**src/rtl/control_sequencer.sv**
```systemverilog
// Microcoded control sequencer for an 8-bit accumulator CPU: steps through fetch
// and per-opcode execute microsteps, producing the 16-bit active-high control word.
module control_sequencer #(
    parameter int N     = 8,
    parameter int OPW   = 4,
    parameter int STEPS = 5,
    parameter int EARLY = 1,
    parameter int SW    = 3
) (
    input  logic          clk,
    input  logic          clr_,
    input  logic          run,
    input  logic [N-1:0]  ir,
    input  logic          cf,
    input  logic          zf,
    output logic [15:0]   ctrl,
    output logic [SW-1:0] step,
    output logic          halted,
    output logic          last
);

    localparam logic [15:0] C_HLT = 16'h8000;
    localparam logic [15:0] C_MI  = 16'h4000;
    localparam logic [15:0] C_RI  = 16'h2000;
    localparam logic [15:0] C_RO  = 16'h1000;
    localparam logic [15:0] C_IO  = 16'h0800;
    localparam logic [15:0] C_II  = 16'h0400;
    localparam logic [15:0] C_AI  = 16'h0200;
    localparam logic [15:0] C_AO  = 16'h0100;
    localparam logic [15:0] C_EO  = 16'h0080;
    localparam logic [15:0] C_SU  = 16'h0040;
    localparam logic [15:0] C_BI  = 16'h0020;
    localparam logic [15:0] C_OI  = 16'h0010;
    localparam logic [15:0] C_CE  = 16'h0008;
    localparam logic [15:0] C_CO  = 16'h0004;
    localparam logic [15:0] C_J   = 16'h0002;
    localparam logic [15:0] C_FI  = 16'h0001;

    localparam logic [OPW-1:0] OP_LDA = OPW'(1);
    localparam logic [OPW-1:0] OP_ADD = OPW'(2);
    localparam logic [OPW-1:0] OP_SUB = OPW'(3);
    localparam logic [OPW-1:0] OP_STA = OPW'(4);
    localparam logic [OPW-1:0] OP_LDI = OPW'(5);
    localparam logic [OPW-1:0] OP_JMP = OPW'(6);
    localparam logic [OPW-1:0] OP_JC  = OPW'(7);
    localparam logic [OPW-1:0] OP_JZ  = OPW'(8);
    localparam logic [OPW-1:0] OP_OUT = OPW'(14);
    localparam logic [OPW-1:0] OP_HLT = OPW'(15);

    typedef enum logic {
        S_RUN  = 1'b0,
        S_HALT = 1'b1
    } state_t;

    state_t          state;
    state_t          state_nxt;
    logic [SW-1:0]   step_nxt;
    logic [OPW-1:0]  opcode;
    logic [15:0]     ctrl_raw;
    int              len;
    logic            unused_ir;

    // Execute microword for execute step k (k = step - 2).
    function automatic logic [15:0] exec_word(input logic [OPW-1:0] op, input int k,
                                              input logic c, input logic z);
        logic [15:0] w;
        w = '0;
        case (op)
            OP_LDA: begin
                if (k == 0)      w = C_IO | C_MI;
                else if (k == 1) w = C_RO | C_AI;
            end
            OP_ADD, OP_SUB: begin
                if (k == 0)      w = C_IO | C_MI;
                else if (k == 1) w = C_RO | C_BI;
                else if (k == 2) w = C_EO | C_AI | C_FI | ((op == OP_SUB) ? C_SU : 16'h0000);
            end
            OP_STA: begin
                if (k == 0)      w = C_IO | C_MI;
                else if (k == 1) w = C_AO | C_RI;
            end
            OP_LDI: if (k == 0) w = C_IO | C_AI;
            OP_JMP: if (k == 0) w = C_IO | C_J;
            OP_JC:  if (k == 0 && c) w = C_IO | C_J;
            OP_JZ:  if (k == 0 && z) w = C_IO | C_J;
            OP_OUT: if (k == 0) w = C_AO | C_OI;
            OP_HLT: if (k == 0) w = C_HLT;
            default: w = '0;
        endcase
        return w;
    endfunction

    // Number of execute steps actually used; branches shrink to zero when not taken.
    function automatic int exec_len(input logic [OPW-1:0] op, input logic c, input logic z);
        int n;
        case (op)
            OP_LDA, OP_STA:                 n = 2;
            OP_ADD, OP_SUB:                 n = 3;
            OP_LDI, OP_JMP, OP_OUT, OP_HLT: n = 1;
            OP_JC:                          n = c ? 1 : 0;
            OP_JZ:                          n = z ? 1 : 0;
            default:                        n = 0;
        endcase
        return n;
    endfunction

    assign unused_ir = ^ir;
    assign halted    = (state == S_HALT);

    always_comb begin
        opcode   = ir[N-1:N-OPW];
        len      = (EARLY != 0) ? 2 + exec_len(opcode, cf, zf) : STEPS;
        ctrl_raw = '0;
        if (state == S_HALT)
            ctrl_raw = C_HLT;
        else if (step == '0)
            ctrl_raw = C_CO | C_MI;
        else if (step == SW'(1))
            ctrl_raw = C_RO | C_II | C_CE;
        else
            ctrl_raw = exec_word(opcode, int'(step) - 2, cf, zf);
        last = (int'(step) == len - 1);
        // Reset blanks the control word immediately, without waiting for a clock.
        ctrl = clr_ ? ctrl_raw : 16'h0000;
    end

    always_comb begin
        state_nxt = state;
        step_nxt  = step;
        if (int'(step) >= STEPS) begin
            step_nxt = '0;
        end else if (run && state == S_RUN) begin
            // HLT step: freeze the counter where it is and latch the halt.
            if (ctrl_raw[15])
                state_nxt = S_HALT;
            else if (last || int'(step) >= STEPS - 1)
                step_nxt = '0;
            else
                step_nxt = step + SW'(1);
        end
    end

    always_ff @(posedge clk or negedge clr_) begin
        if (!clr_) begin
            state <= S_RUN;
            step  <= '0;
        end else begin
            state <= state_nxt;
            step  <= step_nxt;
        end
    end

endmodule

```
**config.mk**
```make
export PLATFORM = sky130hd
export DESIGN_NAME = control_sequencer
export DESIGN_NICKNAME = d
export VERILOG_FILES = /design/src/rtl/control_sequencer.sv
export SDC_FILE = /design/constraint.sdc
export NUM_CORES = 1
export LEC_CHECK = 0
export ABC_AREA = 1
export BUFFER_PORTS_ARGS = -buffer_cell sky130_fd_sc_hd__buf_2
export CORE_MARGIN = 4
export CORE_UTILIZATION = 46
export DETAILED_ROUTE_END_ITERATION = 10
export PLACE_DENSITY = 0.79
export SYNTH_ARGS = -nofsm -noshare
export SYNTH_HDL_FRONTEND = slang
export SYNTH_SLANG_ARGS = --single-unit
```
**constraint.sdc**
```tcl
create_clock -name clk -period 2.29 [get_ports clk]
set_input_delay 0.458 -clock clk [delete_from_list [all_inputs] [get_ports clk]]
set_output_delay 0.458 -clock clk [all_outputs]
set_load 0.1 [all_outputs]
```
==> insert_results.sql, run 1 <==
INSERT INTO impl_metrics (metric_group, metric, value, unit) VALUES
('placement', 'place.gp.congestion', '0.822', ''),
('yosys', 'syn_avg_cell_area', '5.87', 'um2'),
('yosys', 'synth_edf_count', '0', ''),
('run_status', 'stop_stage', 'detailed placement', ''),
('floorplanning', 'die_h', '47.8', 'um'),
('floorplanning', 'die_width', '47.8', 'um'),
('run_status', 'tool.error', '[ERROR DPL-0038] Utilization greater than 100%, impossible to legalize', ''),
('yosys', 'postSynthNetCount', '144', ''),
('yosys', 'ys_ff_latch', '4', ''),
('yosys', 'netlist_top_cells_area', 'dfrtp_1 (14%), nand2_1 (13%), ha_1 (12%)', ''),
('yosys', 'yosysSeqAreaShare', '13.7', '%'),
('floorplanning', 'initial_utilization', '48.3', '%'),
('yosys', 'synthesis.yosys.warnings', '0', ''),
('yosys', 'post-synth-top-area-fraction', '13.7', '%'),
('placement', 'portBuffers', '29', ''),
('yosys', 'dominantRegCellSynth', 'dfrtp_1', ''),
('yosys', 'yosys.cell_count.top_type', 'nand2_1', ''),
('yosys', 'synth_area_leader_cell', 'dfrtp_1', ''),
('yosys', 'ys_top_cells_by_count', 'nand2_1 (25), nor2_1 (21), inv_1 (20), nand3_1 (9), ha_1 (7)', ''),
('yosys', 'synthCells', '124', ''),
('run_status', 'outcome', 'aborted with a tool error', ''),
('yosys', 'netlist-cell-type-count', '22', ''),
('floorplanning', 'core.rowCount', '14', ''),
('yosys', 'async_set_or_reset_flop_fraction_in_the_synthesized_netlist', '100', '%'),
('yosys', 'synthesis.area', '728', 'um2'),
('floorplanning', 'io_pins', '34', '');
-- stage by stage --
stage             std cells  hold slack (ps)  setup slack [ps]  instance area [um2]  setup TNS [ps]
floorplan               124              162              -356                  995           -3630
global placement        191              352             -88.3                 1550           -88.3
-- logic make-up after synthesis --
logic type | share of synthesized area (%)
AND/OR/NAND/NOR | 45.9
buffers and inverters | 14.4
AO/OA/AOI/OAI | 11.5
adder cells (fa/ha/maj) | 12.0
flip-flops | 13.7
XOR/XNOR | 2.41
==> inputs of run 2 (changes only) <==
--- a/config.mk
+++ b/config.mk
@@ -7,10 +7,10 @@
 export LEC_CHECK = 0
 export ABC_AREA = 1
 export BUFFER_PORTS_ARGS = -buffer_cell sky130_fd_sc_hd__buf_2
-export CORE_MARGIN = 4
-export CORE_UTILIZATION = 46
+export CORE_AREA = 4 4 65 67
 export DETAILED_ROUTE_END_ITERATION = 10
-export PLACE_DENSITY = 0.79
+export DIE_AREA = 0 0 69 71
+export PLACE_DENSITY_LB_ADDON = 0.15
 export SYNTH_ARGS = -nofsm -noshare
 export SYNTH_HDL_FRONTEND = slang
 export SYNTH_SLANG_ARGS = --single-unit
==> run 2 against run 1 <==
Compared with the run above:
- the flow now finishes, with violations (negative setup slack)
- synthesized cell count is the same
- synthesized area is the same
==> insert_results.sql, run 2 <==
INSERT INTO impl_metrics (metric_group, metric, value, unit) VALUES
('yosys', 'async_set_or_reset_flop_fraction_in_the_synthesized_netlist', '100', '%'),
('sta', 'post-route-min-period', '2380', 'ps'),
('floorplanning', 'placeableCoreArea', '3630', 'um2'),
('layout', 'n_antenna_cell', '0', ''),
('critical_path', 'critPathMaxStageDelay', '490', 'ps'),
('pwr', 'ir_drop', '385', 'uV'),
('yosys', 'synth_area_leader_cell', 'dfrtp_1', ''),
('yosys', 'post-synth-top-area-fraction', '13.7', '%'),
('drt', 'post-route-drc-count', '0', ''),
('clock_tree', 'worst_case_clock_buffer_depth', '2', ''),
('floorplanning', 'initial_utilization', '20.0', '%'),
('critical_path', 'cp.buffers_inverters', '4', ''),
('drt', 'detail_route.first_pass.iterations', '4', ''),
('critical_path', 'cell_type_of_the_slowest_stage_on_the_worst_timing_path', 'dfrtp_4', ''),
('clock_tree', 'tritoncts.num_buffers', '3', ''),
('yosys', 'netlist_top_cells_area', 'dfrtp_1 (14%), nand2_1 (13%), ha_1 (12%)', ''),
('drt', 'wl_per_cell', '11.2', 'um'),
('sta', 'number_of_failing_setup_endpoints_in_the_final_timing_report', '12', ''),
('sta', 'maxSlewHeadroom', '67.6', '%'),
('floorplanning', 'die_width', '69', 'um'),
('sta', 'count_of_final_max_slew_check_failures', '0', ''),
('drt', 'drt_iter0_markers', '18', ''),
('grt', 'grt_first_pass_wirelength', '4.93', 'mm'),
('floorplanning', 'core.rowCount', '22', ''),
('grt', 'grt_antenna_before_repair', '0', ''),
('critical_path', 'critPathTopFamily', 'buffers and inverters', ''),
('critical_path', 'setup_crit_end_kind', 'output port', ''),
('layout', 'number_of_fill_cells_in_the_layout', '334', ''),
('layout', 'largest_register_ffs', '3', ''),
('critical_path', 'crit_path_max_fanout', '4', ''),
('floorplanning', 'design.die.area', '4900', 'um2'),
('yosys', 'netlist-cell-type-count', '22', ''),
('run', 'maxCapViolations', '0', ''),
('pwr', 'power_density', '187', 'nW/um2'),
('clock_tree', 'clk_transition_reported_paths', '30', 'ps'),
('drt', 'postRouteAntennaNets', '0', ''),
('clock_tree', 'tritoncts', 'done', ''),
('critical_path', 'timing_worst_setup_path_type', 'reg2out', ''),
('sta', 'worst_clock_skew', '5.84', 'ps'),
('sta', 'final.hold.worst_slack', '130', 'ps'),
('critical_path', 'worst-endpoint-arrival', '1930', 'ps'),
('drt', 'postRouteWirelength', '2.72', 'mm'),
('clock_tree', 'root_buffer_master', 'clkbuf_8', ''),
('clock_tree', 'worstSkewPairLatency', '220', 'ps'),
('layout', 'post-route-util', '54.2', '%'),
('drt', 'vias', '1060', ''),
('sta', 'setup_slack', '-94.4', 'ps'),
('sta', 'grt_setup_unrepaired', 'true', ''),
('floorplanning', 'io_pins', '34', ''),
('layout', 'layout-drive-gt1-share', '73.8', '%'),
('sta', 'finalHoldViolCount', '0', ''),
('critical_path', 'r2r-start', 'step[0]$_DFFE_PN0P_', ''),
('layout', 'layout_common_cells', 'buf_4 (36), nand2_1 (18), buf_12 (17)', ''),
('sta', 'setup-tns-final', '-594', 'ps'),
('critical_path', 'crit_required', '1830', 'ps'),
('critical_path', 'worst_r2r_path_depth', '11', ''),
('placement', 'place.gp.congestion', '0.837', ''),
('yosys', 'syn_avg_cell_area', '5.87', 'um2'),
('run_status', 'violations', 'negative setup slack', ''),
('sta', 'slew_at_the_pin_with_the_worst_max_slew_slack', '489', 'ps'),
('yosys', 'yosys.cell_count.top_type', 'nand2_1', ''),
('grt', 'via_count_of_the_first_global_routing_pass', '1119', ''),
('drt', 'route.detailed.vias_per_inst', '4.36', ''),
('layout', 'registers.top_by_ff_count', 'step', ''),
('clock_tree', 'htreeDepth', '1', ''),
('layout', 'num-nets-final', '217', ''),
('floorplanning', 'die_h', '71', 'um'),
('sta', 'period_share', '104', '%'),
('pwr', 'total_leakage_power', '0.870', 'nW'),
('layout', 'final_common_cell', 'buf_4', ''),
('sta', 'fmaxAchievable', '419', 'MHz'),
('yosys', 'ys_top_cells_by_count', 'nand2_1 (25), nor2_1 (21), inv_1 (20), nand3_1 (9), ha_1 (7)', ''),
('yosys', 'synth_edf_count', '0', ''),
('layout', 'syn_to_final_growth', '170', '%'),
('run_status', 'outcome', 'complete, but fails checks', ''),
('yosys', 'yosysSeqAreaShare', '13.7', '%'),
('yosys', 'dominantRegCellSynth', 'dfrtp_1', ''),
('critical_path', 'r2r_setup_slack', '550', 'ps'),
('grt', 'grt_start_max_net_pins', '8', ''),
('yosys', 'synthesis.area', '728', 'um2'),
('clock_tree', 'cts_num_sinks', '4', ''),
('layout', 'final_design_area_no_fill', '1970', 'um2'),
('clock_tree', 'postCtsHoldBufs', '0', ''),
('critical_path', 'critical_path.reg2reg.endpoint', 'step[0]$_DFFE_PN0P_', ''),
('yosys', 'postSynthNetCount', '144', ''),
('yosys', 'synthesis.yosys.warnings', '0', ''),
('yosys', 'ys_ff_latch', '4', ''),
('critical_path', 'worst_setup_path_start_kind', 'register', ''),
('placement', 'portBuffers', '29', ''),
('hold_path', 'hold_path.class', 'in2async', ''),
('grt', 'global_route.usage.total', '12.1', '%'),
('critical_path', 'timing.critical_path.cells', 'inv_4 -> ha_4 -> nand2_4 -> nor2_4 -> inv_2 -> nand3_4 -> inv_2 -> nand3_4 -> a21oi_4 -> buf_12', ''),
('placement', 'dpl-instance-area', '1630', 'um2'),
('placement', 'dp_hpwl', '2.14', 'mm'),
('grt', 'gr-total-overflow', '0', ''),
('yosys', 'synthCells', '124', '');
run 2: cell counts after synthesis:
No cell type changed its count.
run 2: power breakdown:
group           total, W  internal, W  switching [W]
Clock           0.000150     0.000112      0.0000379
Combinational   0.000146    0.0000647      0.0000814
Sequential     0.0000712    0.0000712              0
run 2: per-stage QoR:
step           cells  total power, W  worst slack, ps
2_1_floorplan    124        0.000141             -356
3_3_place_gp     228        0.000202            -66.5
3_5_place_dp     228        0.000204            -95.8
4_1_cts          240        0.000374            -94.7
5_1_grt          243        0.000393             -193
6_report         243        0.000367            -94.4
run 2: worst max path at each step:
stage                              from       to  depth (start not counted)
floorplan           step[2]$_DFFE_PN0P_  ctrl[6]                          7
global placement                  ir[7]     last                         11
detailed placement                ir[5]     last                         14
CTS                 step[1]$_DFFE_PN0P_  ctrl[6]                          9
global route        step[1]$_DFFE_PN0P_  ctrl[6]                          8
finish              step[1]$_DFFE_PN0P_  ctrl[8]                         10
run 2: final cells by class:
class / count / area, um2 / area share (%)
inverter: 24 / 109 / 5.53
multi-input combinational: 94 / 875 / 44.4
tap: 48 / 60.1 / 3.05
timing repair buffer: 70 / 772 / 39.2
sequential: 4 / 113 / 5.72
clock buffer: 3 / 41.3 / 2.10
run 2: kinds of logic after synthesis:
group / count (synthesis) / share of synthesized area (%)
compound gates: 13 / 11.5
xor+xnor: 2 / 2.41
fa+ha+maj: 7 / 12.0
buf+inv: 26 / 14.4
flops: 4 / 13.7
simple gates: 72 / 45.9
run 2: repair_timing:
action,in CTS,in global routing
gates resized for setup,39,12
setup buffers,9,3
setup endpoints to repair,16,13
gates cloned,1,0
pin swaps,16,10
hold endpoints to repair,0,0
run 2: per-layer routing:
| metal | vias to the layer above | global-route usage (%) | routed length (um) |
|---|---|---|---|
| met5 | - | 0 | 0 |
| met4 | 0 | 2.60 | 31 |
| met3 | 4 | 3.55 | 120 |
| met2 | 31 | 22.4 | 1500 |
| met1 | 487 | 13.6 | 1070 |
| li1 | 538 | - | - |
No activity file was read; power rests on OpenSTA's default activity.
==> inputs of run 3 (changes only) <==
--- a/config.mk
+++ b/config.mk
@@ -10,7 +10,7 @@
 export CORE_AREA = 4 4 65 67
 export DETAILED_ROUTE_END_ITERATION = 10
 export DIE_AREA = 0 0 69 71
-export PLACE_DENSITY_LB_ADDON = 0.15
+export PLACE_DENSITY = 0.47
 export SYNTH_ARGS = -nofsm -noshare
 export SYNTH_HDL_FRONTEND = slang
 export SYNTH_SLANG_ARGS = --single-unit
==> run 3 against run 2 <==
Compared with the run above:
- the flow still finishes with violations (negative setup slack)
- global-route usage decreased by 1.1 points
- sequential cell count unchanged
- clock power is 3% higher
- clock skew rose by 1.8 ps
- non-clock buffer count increased by 2
- via count fell by 4.6%
- setup slack better by 24 ps
- register-to-register slack worse by 130 ps
- total power is 1.5% higher
- core utilization grew 0.59 points
- highest routed layer unchanged
- final cell count grew 0.82%
- design area grew 1.1%
==> insert_results.sql, run 3 (synthesis results as in run 2) <==
INSERT INTO impl_metrics (metric_group, metric, value, unit) VALUES
('grt', 'grt_start_max_net_pins', '10', ''),
('drt', 'drt_iter0_markers', '19', ''),
('floorplanning', 'core.rowCount', '22', ''),
('sta', 'count_of_final_max_slew_check_failures', '0', ''),
('critical_path', 'worst_r2r_path_depth', '13', ''),
('hold_path', 'hold_path.class', 'in2async', ''),
('placement', 'portBuffers', '29', ''),
('drt', 'postRouteWirelength', '2.73', 'mm'),
('floorplanning', 'design.die.area', '4900', 'um2'),
('clock_tree', 'postCtsHoldBufs', '0', ''),
('floorplanning', 'die_width', '69', 'um'),
('floorplanning', 'placeableCoreArea', '3630', 'um2'),
('critical_path', 'worst-endpoint-arrival', '1900', 'ps'),
('placement', 'place.gp.congestion', '0.766', ''),
('run_status', 'outcome', 'complete, but fails checks', ''),
('layout', 'layout_common_cells', 'buf_4 (35), buf_12 (18), nand2_1 (17)', ''),
('grt', 'grt_antenna_before_repair', '0', ''),
('drt', 'route.top_layer_used', 'met4', ''),
('layout', 'post-route-util', '54.8', '%'),
('sta', 'finalHoldViolCount', '0', ''),
('drt', 'detail_route.first_pass.iterations', '4', ''),
('clock_tree', 'cts_num_sinks', '4', ''),
('critical_path', 'worst_setup_path_start_kind', 'register', ''),
('drt', 'wl_met1', '1.12', 'mm'),
('layout', 'number_of_fill_cells_in_the_layout', '321', ''),
('critical_path', 'r2r-start', 'step[1]$_DFFE_PN0P_', ''),
('sta', 'maxSlewHeadroom', '67.3', '%'),
('clock_tree', 'tritoncts', 'done', ''),
('critical_path', 'r2r_setup_slack', '420', 'ps'),
('clock_tree', 'worstSkewPairLatency', '230', 'ps'),
('critical_path', 'timing_worst_setup_path_type', 'reg2out', ''),
('run_status', 'violations', 'negative setup slack', ''),
('drt', 'total_met2_wirelength_after_detailed_routing', '1.50', 'mm'),
('placement', 'preCtsSetupSlack', '-87.1', 'ps'),
('clock_tree', 'worst_case_clock_buffer_depth', '2', ''),
('floorplanning', 'io_pins', '34', ''),
('drt', 'post-route-drc-count', '0', ''),
('drt', 'route.detailed.vias_per_inst', '4.13', ''),
('critical_path', 'crit_required', '1830', 'ps'),
('sta', 'fmaxAchievable', '424', 'MHz'),
('critical_path', 'crit_path_max_fanout', '4', ''),
('sta', 'worst_clock_skew', '7.66', 'ps'),
('layout', 'n_antenna_cell', '0', ''),
('layout', 'layout-drive-gt1-share', '75.1', '%'),
('critical_path', 'critical_path.reg2reg.endpoint', 'step[0]$_DFFE_PN0P_', ''),
('clock_tree', 'tritoncts.num_buffers', '3', ''),
('drt', 'vias', '1011', ''),
('drt', 'postRouteAntennaNets', '0', ''),
('grt', 'via_count_of_the_first_global_routing_pass', '1001', ''),
('layout', 'registers.top_by_ff_count', 'step', ''),
('run', 'maxCapViolations', '0', ''),
('drt', 'wl_met3', '94', 'um'),
('grt', 'grt_first_pass_wirelength', '4.53', 'mm'),
('grt', 'global_route.usage.total', '11.0', '%'),
('sta', 'post-route-min-period', '2360', 'ps'),
('grt', 'gr-total-overflow', '0', ''),
('layout', 'final_common_cell', 'buf_4', ''),
('sta', 'setup_slack', '-70.4', 'ps'),
('sta', 'number_of_failing_setup_endpoints_in_the_final_timing_report', '11', ''),
('pwr', 'ir_drop', '331', 'uV'),
('clock_tree', 'root_buffer_master', 'clkbuf_8', ''),
('layout', 'syn_to_final_growth', '173', '%'),
('floorplanning', 'initial_utilization', '20.0', '%'),
('pwr', 'power_density', '187', 'nW/um2'),
('placement', 'dp_hpwl', '2.12', 'mm'),
('floorplanning', 'die_h', '71', 'um'),
('layout', 'num-nets-final', '219', ''),
('sta', 'grt_setup_unrepaired', 'true', ''),
('pwr', 'total_leakage_power', '0.877', 'nW'),
('sta', 'slew_at_the_pin_with_the_worst_max_slew_slack', '494', 'ps'),
('clock_tree', 'clk_transition_reported_paths', '40', 'ps'),
('sta', 'period_share', '103', '%'),
('layout', 'largest_register_ffs', '3', ''),
('clock_tree', 'htreeDepth', '1', ''),
('critical_path', 'setup_crit_end_kind', 'output port', ''),
('drt', 'wl_per_cell', '11.2', 'um');
run 3: metal layers:
| metal | track usage (%) | vias up |
|---|---|---|
| met5 | 0 | - |
| met4 | 1.95 | 0 |
| met3 | 3.13 | 3 |
| met2 | 20.4 | 22 |
| met1 | 12.6 | 446 |
| li1 | - | 540 |
run 3: timing repair:
item                                    CTS  global route
endpoints found under the setup margin   16            14
pin swaps                                12            16
gates resized for setup                  29            22
cloned                                    0             1
buffers inserted                          9             4
run 3: report_power, final:
group          internal, W  leakage, nW  switching [W]
Sequential       0.0000712       0.0443              0
Combinational    0.0000653        0.811      0.0000815
Clock             0.000113       0.0216      0.0000425
run 3: layout make-up:
type	count	area, um2	share of cell area (%)
multi-input cells	94	873	43.9
repair buffers	72	795	39.9
flip-flops and latches	4	113	5.66
inverters	24	109	5.47
well taps	48	60.1	3.02
clock buffers	3	41.3	2.07
run 3: worst max path at each step:
| stage | slack (ps) | cells past startpoint | startpoint | end |
|---|---|---|---|---|
| floorplan | -360 | 7 | step[2]$_DFFE_PN0P_ | ctrl[6] |
| global placement | -60 | 11 | ir[7] | last |
| detailed placement | -90 | 11 | ir[7] | last |
| CTS | -80 | 10 | step[1]$_DFFE_PN0P_ | ctrl[11] |
| global route | -160 | 14 | ir[4] | last |
| finish | -70 | 10 | step[1]$_DFFE_PN0P_ | ctrl[11] |
run 3: metrics by stage:
stage | cells | setup TNS (ps) | area [um2] | power (W) | hold slack [ps]
floorplan | 124 | -3630 | 995 | 0.000141 | 162
global placement | 229 | -60.7 | 1640 | 0.000201 | 356
detailed placement | 229 | -87.1 | 1640 | 0.000202 | 361
CTS | 241 | -544 | 1870 | 0.000370 | 120
global route | 245 | -1320 | 1990 | 0.000391 | 131
finish | 245 | -288 | 1990 | 0.000373 | 123
run 3: worst max-delay path, cell delays in order (launching register included):
cell     delay [ps]
dfrtp_4         430
inv_4            60
ha_4            290
nand2_4          50
nor2_4           90
inv_2            60
buf_6           130
a31oi_4         140
inv_2            80
a21oi_4         150
buf_12          190
